===== src/rtl/rect_swap_ctrl.sv =====
// Swap-attempt sequencer: each attempt picks a 2x2 rectangle from an LFSR and
// inverts it when it is a checkerboard, so every row and column sum is preserved.
module rect_swap_ctrl #(
   parameter int unsigned ROW_LEN   = 4,
   parameter int unsigned COL_LEN   = 4,
   parameter logic [31:0] LFSR_SEED = 32'hACE1_2345
) (
   input  logic                       clk,
   input  logic                       rst_n,
   input  logic [31:0]                instr,
   input  logic                       start,
   input  logic                       load_en,
   input  logic [ROW_LEN*COL_LEN-1:0] load_data,
   output logic [ROW_LEN*COL_LEN-1:0] matrix_out,
   output logic                       busy,
   output logic                       done,
   output logic [11:0]                swaps_done
);

   localparam int unsigned RW = $clog2(ROW_LEN);
   localparam int unsigned CW = $clog2(COL_LEN);
   localparam int unsigned MW = ROW_LEN * COL_LEN;
   localparam logic [31:0] TAPS = 32'h8020_0003;

   typedef enum logic [1:0] {S_IDLE, S_PICK, S_CHECK, S_DONE} state_t;

   state_t          state_q, state_d;
   logic [MW-1:0]   matrix_q, matrix_d;
   logic [31:0]     lfsr_q, lfsr_d, lfsr_next;
   logic [11:0]     remaining_q, remaining_d;
   logic [11:0]     swaps_q, swaps_d;
   logic [RW-1:0]   r1_q, r1_d, r2_q, r2_d;
   logic [CW-1:0]   c1_q, c1_d, c2_q, c2_d;

   logic [RW+CW-1:0] i11, i12, i21, i22;
   logic             b11, b12, b21, b22, valid;
   logic             unused_instr;

   assign unused_instr = ^instr[31:12];

   // Power-of-two dimensions make r*COL_LEN+c a plain concatenation.
   assign i11 = {r1_q, c1_q};
   assign i12 = {r1_q, c2_q};
   assign i21 = {r2_q, c1_q};
   assign i22 = {r2_q, c2_q};
   assign b11 = matrix_q[i11];
   assign b12 = matrix_q[i12];
   assign b21 = matrix_q[i21];
   assign b22 = matrix_q[i22];
   assign valid = (r1_q != r2_q) && (c1_q != c2_q) &&
                  (b11 == b22) && (b12 == b21) && (b11 != b12);

   assign lfsr_next = {1'b0, lfsr_q[31:1]} ^ (lfsr_q[0] ? TAPS : '0);

   always_comb begin
      state_d     = state_q;
      matrix_d    = matrix_q;
      lfsr_d      = lfsr_q;
      remaining_d = remaining_q;
      swaps_d     = swaps_q;
      r1_d        = r1_q;
      r2_d        = r2_q;
      c1_d        = c1_q;
      c2_d        = c2_q;
      case (state_q)
         S_IDLE: begin
            if (load_en) begin
               matrix_d = load_data;
            end else if (start) begin
               remaining_d = instr[11:0];
               swaps_d     = '0;
               state_d     = (instr[11:0] != 12'd0) ? S_PICK : S_DONE;
            end
         end
         S_PICK: begin
            lfsr_d  = lfsr_next;
            r1_d    = lfsr_next[RW-1:0];
            c1_d    = lfsr_next[8 +: CW];
            r2_d    = lfsr_next[16 +: RW];
            c2_d    = lfsr_next[24 +: CW];
            state_d = S_CHECK;
         end
         S_CHECK: begin
            if (valid) begin
               matrix_d[i11] = ~b11;
               matrix_d[i12] = ~b12;
               matrix_d[i21] = ~b21;
               matrix_d[i22] = ~b22;
               if (swaps_q != 12'hFFF) swaps_d = swaps_q + 12'd1;
            end
            remaining_d = remaining_q - 12'd1;
            state_d     = (remaining_q == 12'd1) ? S_DONE : S_PICK;
         end
         S_DONE: state_d = S_IDLE;
         default: state_d = S_IDLE;
      endcase
   end

   always_ff @(posedge clk or negedge rst_n) begin
      if (!rst_n) begin
         state_q     <= S_IDLE;
         matrix_q    <= '0;
         lfsr_q      <= LFSR_SEED;
         remaining_q <= '0;
         swaps_q     <= '0;
         r1_q        <= '0;
         r2_q        <= '0;
         c1_q        <= '0;
         c2_q        <= '0;
      end else begin
         state_q     <= state_d;
         matrix_q    <= matrix_d;
         lfsr_q      <= lfsr_d;
         remaining_q <= remaining_d;
         swaps_q     <= swaps_d;
         r1_q        <= r1_d;
         r2_q        <= r2_d;
         c1_q        <= c1_d;
         c2_q        <= c2_d;
      end
   end

   assign matrix_out = matrix_q;
   assign busy       = (state_q == S_PICK) || (state_q == S_CHECK);
   assign done       = (state_q == S_DONE);
   assign swaps_done = swaps_q;

endmodule


===== config.mk =====
export PLATFORM = sky130hd
export DESIGN_NAME = rect_swap_ctrl
export DESIGN_NICKNAME = d
export VERILOG_FILES = /design/src/rtl/rect_swap_ctrl.sv
export SDC_FILE = /design/constraint.sdc
export NUM_CORES = 1
export LEC_CHECK = 0
export ABC_AREA = 1
export BUFFER_PORTS_ARGS = -buffer_cell sky130_fd_sc_hd__buf_2
export CAP_MARGIN = 25
export CORE_ASPECT_RATIO = 1.1
export CORE_UTILIZATION = 55
export DETAILED_ROUTE_END_ITERATION = 10
export PLACE_DENSITY = 0.84
export SYNTH_ARGS = -nofsm -noshare
export SYNTH_HDL_FRONTEND = slang
export SYNTH_SLANG_ARGS = --single-unit
export TNS_END_PERCENT = 100

===== constraint.sdc =====
create_clock -name clk -period 3.4 [get_ports clk]
set_clock_uncertainty 0.2 [all_clocks]
set_input_delay 0 -clock clk [delete_from_list [all_inputs] [get_ports clk]]
set_output_delay 0 -clock clk [all_outputs]
set_load 0.005 [all_outputs]

* Word-level counts from Yosys, hierarchy flattened
Index checks and enable logic that the tools add are counted.
** Cells by class
- Add/sub/neg operators :: 2
- Multipliers :: 0
- Divide/modulo/power cells :: 0
- $lt $le $gt $ge :: 8
- Equal/unequal tests :: 15
- Shift-type cells :: 0
- Muxes and demuxes :: 37
- Bitwise operators :: 5
- Reductions and logical operators :: 16
** Operator list (count)
- $mux W12 :: 6
- $bwmux W16 :: 4
- $pmux W12 S2 :: 2
- $mux W16 :: 2
- $mux W32 :: 1
- $pmux W16 S2 :: 1
- $xor A31 B32 Y32 :: 1
- $lt A4 B5 Y1 const B :: 4
- $bmux W1 S4 :: 4
- $demux W1 S4 :: 4
- $ge A4 B1 Y1 const B :: 4
- $add A12 B1 Y12 const B :: 1
- $eq A12 B1 Y1 const B :: 1
- $ne A12 B12 Y1 const B :: 1
- $reduce_bool A12 Y1 :: 1
- $sub A12 B1 Y12 const B :: 1
- $ne A2 B2 Y1 const B :: 5
- $logic_and A1 B1 Y1 :: 8
- $mux W1 :: 8
- $mux W2 :: 4
- $pmux W2 S4 :: 1
- $reduce_and A3 Y1 :: 2
- $reduce_and A5 Y1 :: 1
- $eq A2 B2 Y1 const B :: 2
- other kinds (9) :: 14
** Storage, ports and cells
- Flip-flop bits (word level) :: 82
- Bits in latches :: 0
- Bits in writable memories :: 0
- Memory bits (read-only) :: 0
- Input port bits :: 52
- Output and inout bits :: 30
- Logic and storage cells :: 92
- Memories kept :: 0

* Depth between registers and ports, before layout
- Depth in word-level cells :: 10
- Mapped depth :: 18
- Mapped depth without buffers :: 17

* Least setup slack after synthesis
Ideal clock, no wire load.
- Path kind :: register -> register
- Start :: register state_q[0]
- End :: register swaps_q[6] (netlist: swaps_done[6])
- Library setup time :: 0.127 ns
- Arrival :: 1.763 ns
- Required time :: 3.073 ns
- Path slack :: 1.310 ns
- Cell stages (with the launch flop) :: 11
- Buffers on the path :: 2
- Clock period less this slack :: 2.090 ns
- Path through :: dfrtp_1 > inv_1 > ha_1 > buf_2 > nor2_1 > a21oi_1 > inv_1 > a41oi_1 > a21boi_2 > buf_4 > o21ai_0
** On the way
- Cells in the longest elaborated chain, start to end :: 3
- Elaborated cells between the ends (all ways) :: 9
- Classes of those cells :: eq/ne: 5; mux: 1; reduce/logical: 3
** Ends and longest elaborated chain
- from (decl) :: line 27 : state_t state_q, state_d;
- from (signal assigned) :: line 111 : state_q <= state_d;
- $eq A2 B2 Y1 or $logic_not A2 Y1 (tied branches) :: line 65 : case (state_q)
- $ne A2 B2 Y1 (no source line) or $reduce_bool A2 Y1 (tied branches)
- $reduce_and A5 Y1 (no source line)
- to (signal assigned) :: line 115 : swaps_q <= swaps_d;
- to (decl) :: line 31 : logic [11:0] swaps_q, swaps_d;
Several ways; a longest one is shown, not always the timed one.
A chain may end at the register's enable or synchronous reset.

==> metrics.csv <==
stage,metric,value,unit
final_layout,final_cell_mix,"nand2_1, nor2_1, inv_1, dfrtp_1, buf_2",
worst_setup_path,crit_path_end_kind,register,
job,drv_cap,0,
routing,viasPerCell,5.494,
final_layout,fillers,850,
timing,period_minus_slack,2.924,ns
yosys,yosys.area_share.simple,40.37,%
placed_design,hpwl,10.40,mm
floorplanning,die_height,108.4,um
power_and_ir_drop,power,3.999,mW
routing,route.detailed.drc,0,
yosys,synth_compound_area_share,12.70,%
placed_design,portBuffers,61,
clock_tree,clkTransAtPathRegs,0.09,ns
placed_design,post-place-cells,1052,
power_and_ir_drop,ir_worst_vdd,0.4538,mV
yosys,synth_top_family_by_area,simple AND/OR/NAND/NOR gates,
clock_tree,cts_tree,done,
yosys,syn_inst,895,
yosys,syn_area,0.005665,mm2
yosys,synth_xor_area_share,2.783,%
timing,rsz0062_at_grt,false,
worst_setup_path,crit_path_start,lfsr_q[24]$_DFFE_PN0P_,
worst_setup_path,critPathCapture,swaps_done[1]$_DFFE_PN0P_,
floorplanning,io_pins,82,
clock_tree,cts_sinks,78,
yosys,netlist_top_cells_area,"dfrtp_1, nand2_1, nor2_1, dfstp_2, inv_1",
yosys,yosysSeqAreaShare,34.76,%
routing,dr.pass1.iters,6,
final_layout,final_util,66.41,%
yosys,synth_top_area_share,28.27,%
timing,setup_viol,0,
timing,fmax,342.0,MHz
routing,antenna_left,0,
yosys,synth_nets,954,
worst_setup_path,r2r_cells,15,
worst_setup_path,cp.required,3.45,ns
outcome,run_status,"finished, final reports clean",
worst_setup_path,crit_type,reg -> reg,
global_routing,grt_pass1_wl,25.93,mm
worst_setup_path,critPathArrivalTime,2.98,ns
final_layout,drive_gt1_share,12.64,%
worst_setup_path,r2r_end,swaps_done[1]$_DFFE_PN0P_,
timing,max_slew_margin,59.88,%
worst_hold_path,hp-class,in -> reg,
power_and_ir_drop,cellPowerDensity,605.9,mW/mm2
clock_tree,clk_latency,0.37,ns
floorplanning,core_area,0.009937,mm2
yosys,synthMuxAreaShare,0,%
floorplanning,die_w,98.77,um
final_layout,ff_latch_area,0.001969,mm2
yosys,synth_cell_type_count,42,
clock_tree,cts.htree.levels,3,
routing,drt_iter0_drc,501,
global_routing,antenna_found_initial,0,
final_layout,synthToLayoutAreaGrowth,16.48,%
yosys,synth-edff-count,0,
clock_tree,ctsResizeCount,0,
clock_tree,cts-root-buf,clkbuf_8,
final_layout,fin_nets,1035,
routing,route.detailed.wl_per_inst,14.23,um
placed_design,place_ws,0.5740,ns
timing,fin_crit_sh,86.00,%
yosys,async_reset_ff_share,100.0,%
clock_tree,cts_buffers,9,
global_routing,grt_start_max_net_pins,79,
yosys,ys_warn_count,0,
timing,worstMarginPinSlew,0.6009,ns
floorplanning,fp.dieArea,0.01071,mm2
global_routing,grt_remaining_overflow,0,
timing,hold_viol,0,
power_and_ir_drop,leakage,3.403,nW
timing,fin_ws,0.4759,ns
yosys,ys_seq_elements,78,
floorplanning,initial_core_util,57.01,%
final_layout,final_common_cell,nand2_1,
yosys,avgSynthCellArea,6.330,um2
yosys,synthFlopType,dfrtp_1,
timing,fin_setup_tns,0,ns
final_layout,fin_cells,1101,
clock_tree,cts_setup_buffers,0,
worst_setup_path,rrSetupSlack,0.48,ns
global_routing,first_global_vias,5589,
worst_setup_path,crit_fanout,18,
final_layout,multi_input_area,0.003252,mm2
floorplanning,rows,38,
yosys,yosys.area.top_type,dfrtp_1,
clock_tree,clk_path_buf_depth,2,
final_layout,diodes,0,
placed_design,gp_congestion,0.9647,
timing,slew_violations,0,
routing,vias,6049,
worst_setup_path,reg2reg_from,lfsr_q[24]$_DFFE_PN0P_,
worst_setup_path,start_kind,register,
routing,wl,15.67,mm
global_routing,grt.total_usage,30.76,%
yosys,synthAdderAreaFrac,1.546,%
==> cells in the mapped netlist (3+ instances only) <==
master / number
xnor2_1: 4
buf_6: 3
buf_2: 10
nand2_1: 377
dfrtp_1: 64
a22oi_1: 5
nor4_1: 7
buf_4: 3
nor2_2: 3
inv_1: 67
o22ai_1: 5
nor3_1: 23
dfstp_2: 14
nand3b_1: 7
o21ai_2: 3
nand2_2: 4
nor2_1: 102
clkbuf_1: 18
a21oi_1: 39
ha_1: 7
o21ai_0: 44
a21boi_0: 11
nand3_1: 30
xor2_1: 14
o21ai_1: 3
nand3_2: 3
nand4_1: 3
o2111ai_1: 5
==> area by class of cell <==
class	instances	area share, %
Sequential cell	78	29.84
Clock inverter	7	1.441
Timing Repair Buffer	106	11.30
Inverter	70	3.982
Clock buffer	9	1.877
Tap cell	120	2.275
Multi-Input combinational cell	711	49.28
==> per-layer routing <==
metal  GRT usage (%)  routed length [um]  vias to the layer above
li1                -                   -                     3006
met1           39.26                6555                     2743
met3           5.818                1201                       52
met5               0                   0                        -
met2           49.95                7302                      248
met4           15.88                 607                        0
==> critical path, stage by stage, from the launching register on <==
cell and delay (ns):
dfrtp_1 0.66, inv_2 0.21, nand2_1 0.10, nand2_1 0.05
nand2_1 0.05, nand2_1 0.08, nand2_1 0.07, nand2_1 0.08
nor2_2 0.26, nand2_1 0.09, nand2_1 0.08, nand3_2 0.15
nand2_4 0.25, nand2_2 0.25, nand2_1 0.16, o21ai_2 0.06
==> how the worst min path moves through the flow <==
stage                     startpoint                          to  slack [ns]  depth (start not counted)
after floorplan                rst_n         c1_q[0]$_DFFE_PN0P_       -0.50                          0
after global placement         rst_n       lfsr_q[7]$_DFFE_PN0P_        0.03                          1
after detailed placement       rst_n  matrix_out[11]$_DFFE_PN0P_        0.03                          1
after CTS                    load_en      state_q[0]$_DFFE_PN0P_        0.02                          6
after global routing         load_en      state_q[0]$_DFFE_PN0P_        0.10                          6
final                        load_en      state_q[0]$_DFFE_PN0P_        0.05                          6
==> metrics by stage <==
step                      instance area (um2)  hold slack [ns]
final                                    6599          0.05384
after global routing                     6599           0.1029
after CTS                                6561          0.01718
after detailed placement                 6032          0.03469
after global placement                   6032          0.02865
after floorplan                          5665          -0.4956
==> what timing repair did <==
item	CTS	global route
endpoints found under the setup margin	0	0
endpoints found under the hold margin	94	8
hold buffers	31	1
==> power by group <==
| group | switching [mW] | internal [mW] | total, mW |
|---|---|---|---|
| Sequential | 0.204 | 1.11 | 1.32 |
| Combinational | 1.22 | 0.658 | 1.88 |
| Clock | 0.382 | 0.416 | 0.798 |
| Total | 1.81 | 2.19 | 4.00 |
==> state kept, by name, indices dropped and copies added (netlist names) <==
register and cells:
c1_q 2, r1_q 1, r2_q 1, remaining_q 12, state_q 2, swaps_done 12, lfsr_q 32, matrix_out 16
==> cell families after synthesis <==
| kind of cell | count (synthesis) |
|---|---|
| xor gates and xnor gates | 18 |
| DFF | 78 |
| and+or+nand+nor | 563 |
| buffers and inverters | 106 |
| adders and majority gates | 7 |
| AOI/OAI and AO/OA | 123 |
(Power assumes the default switching activity.)
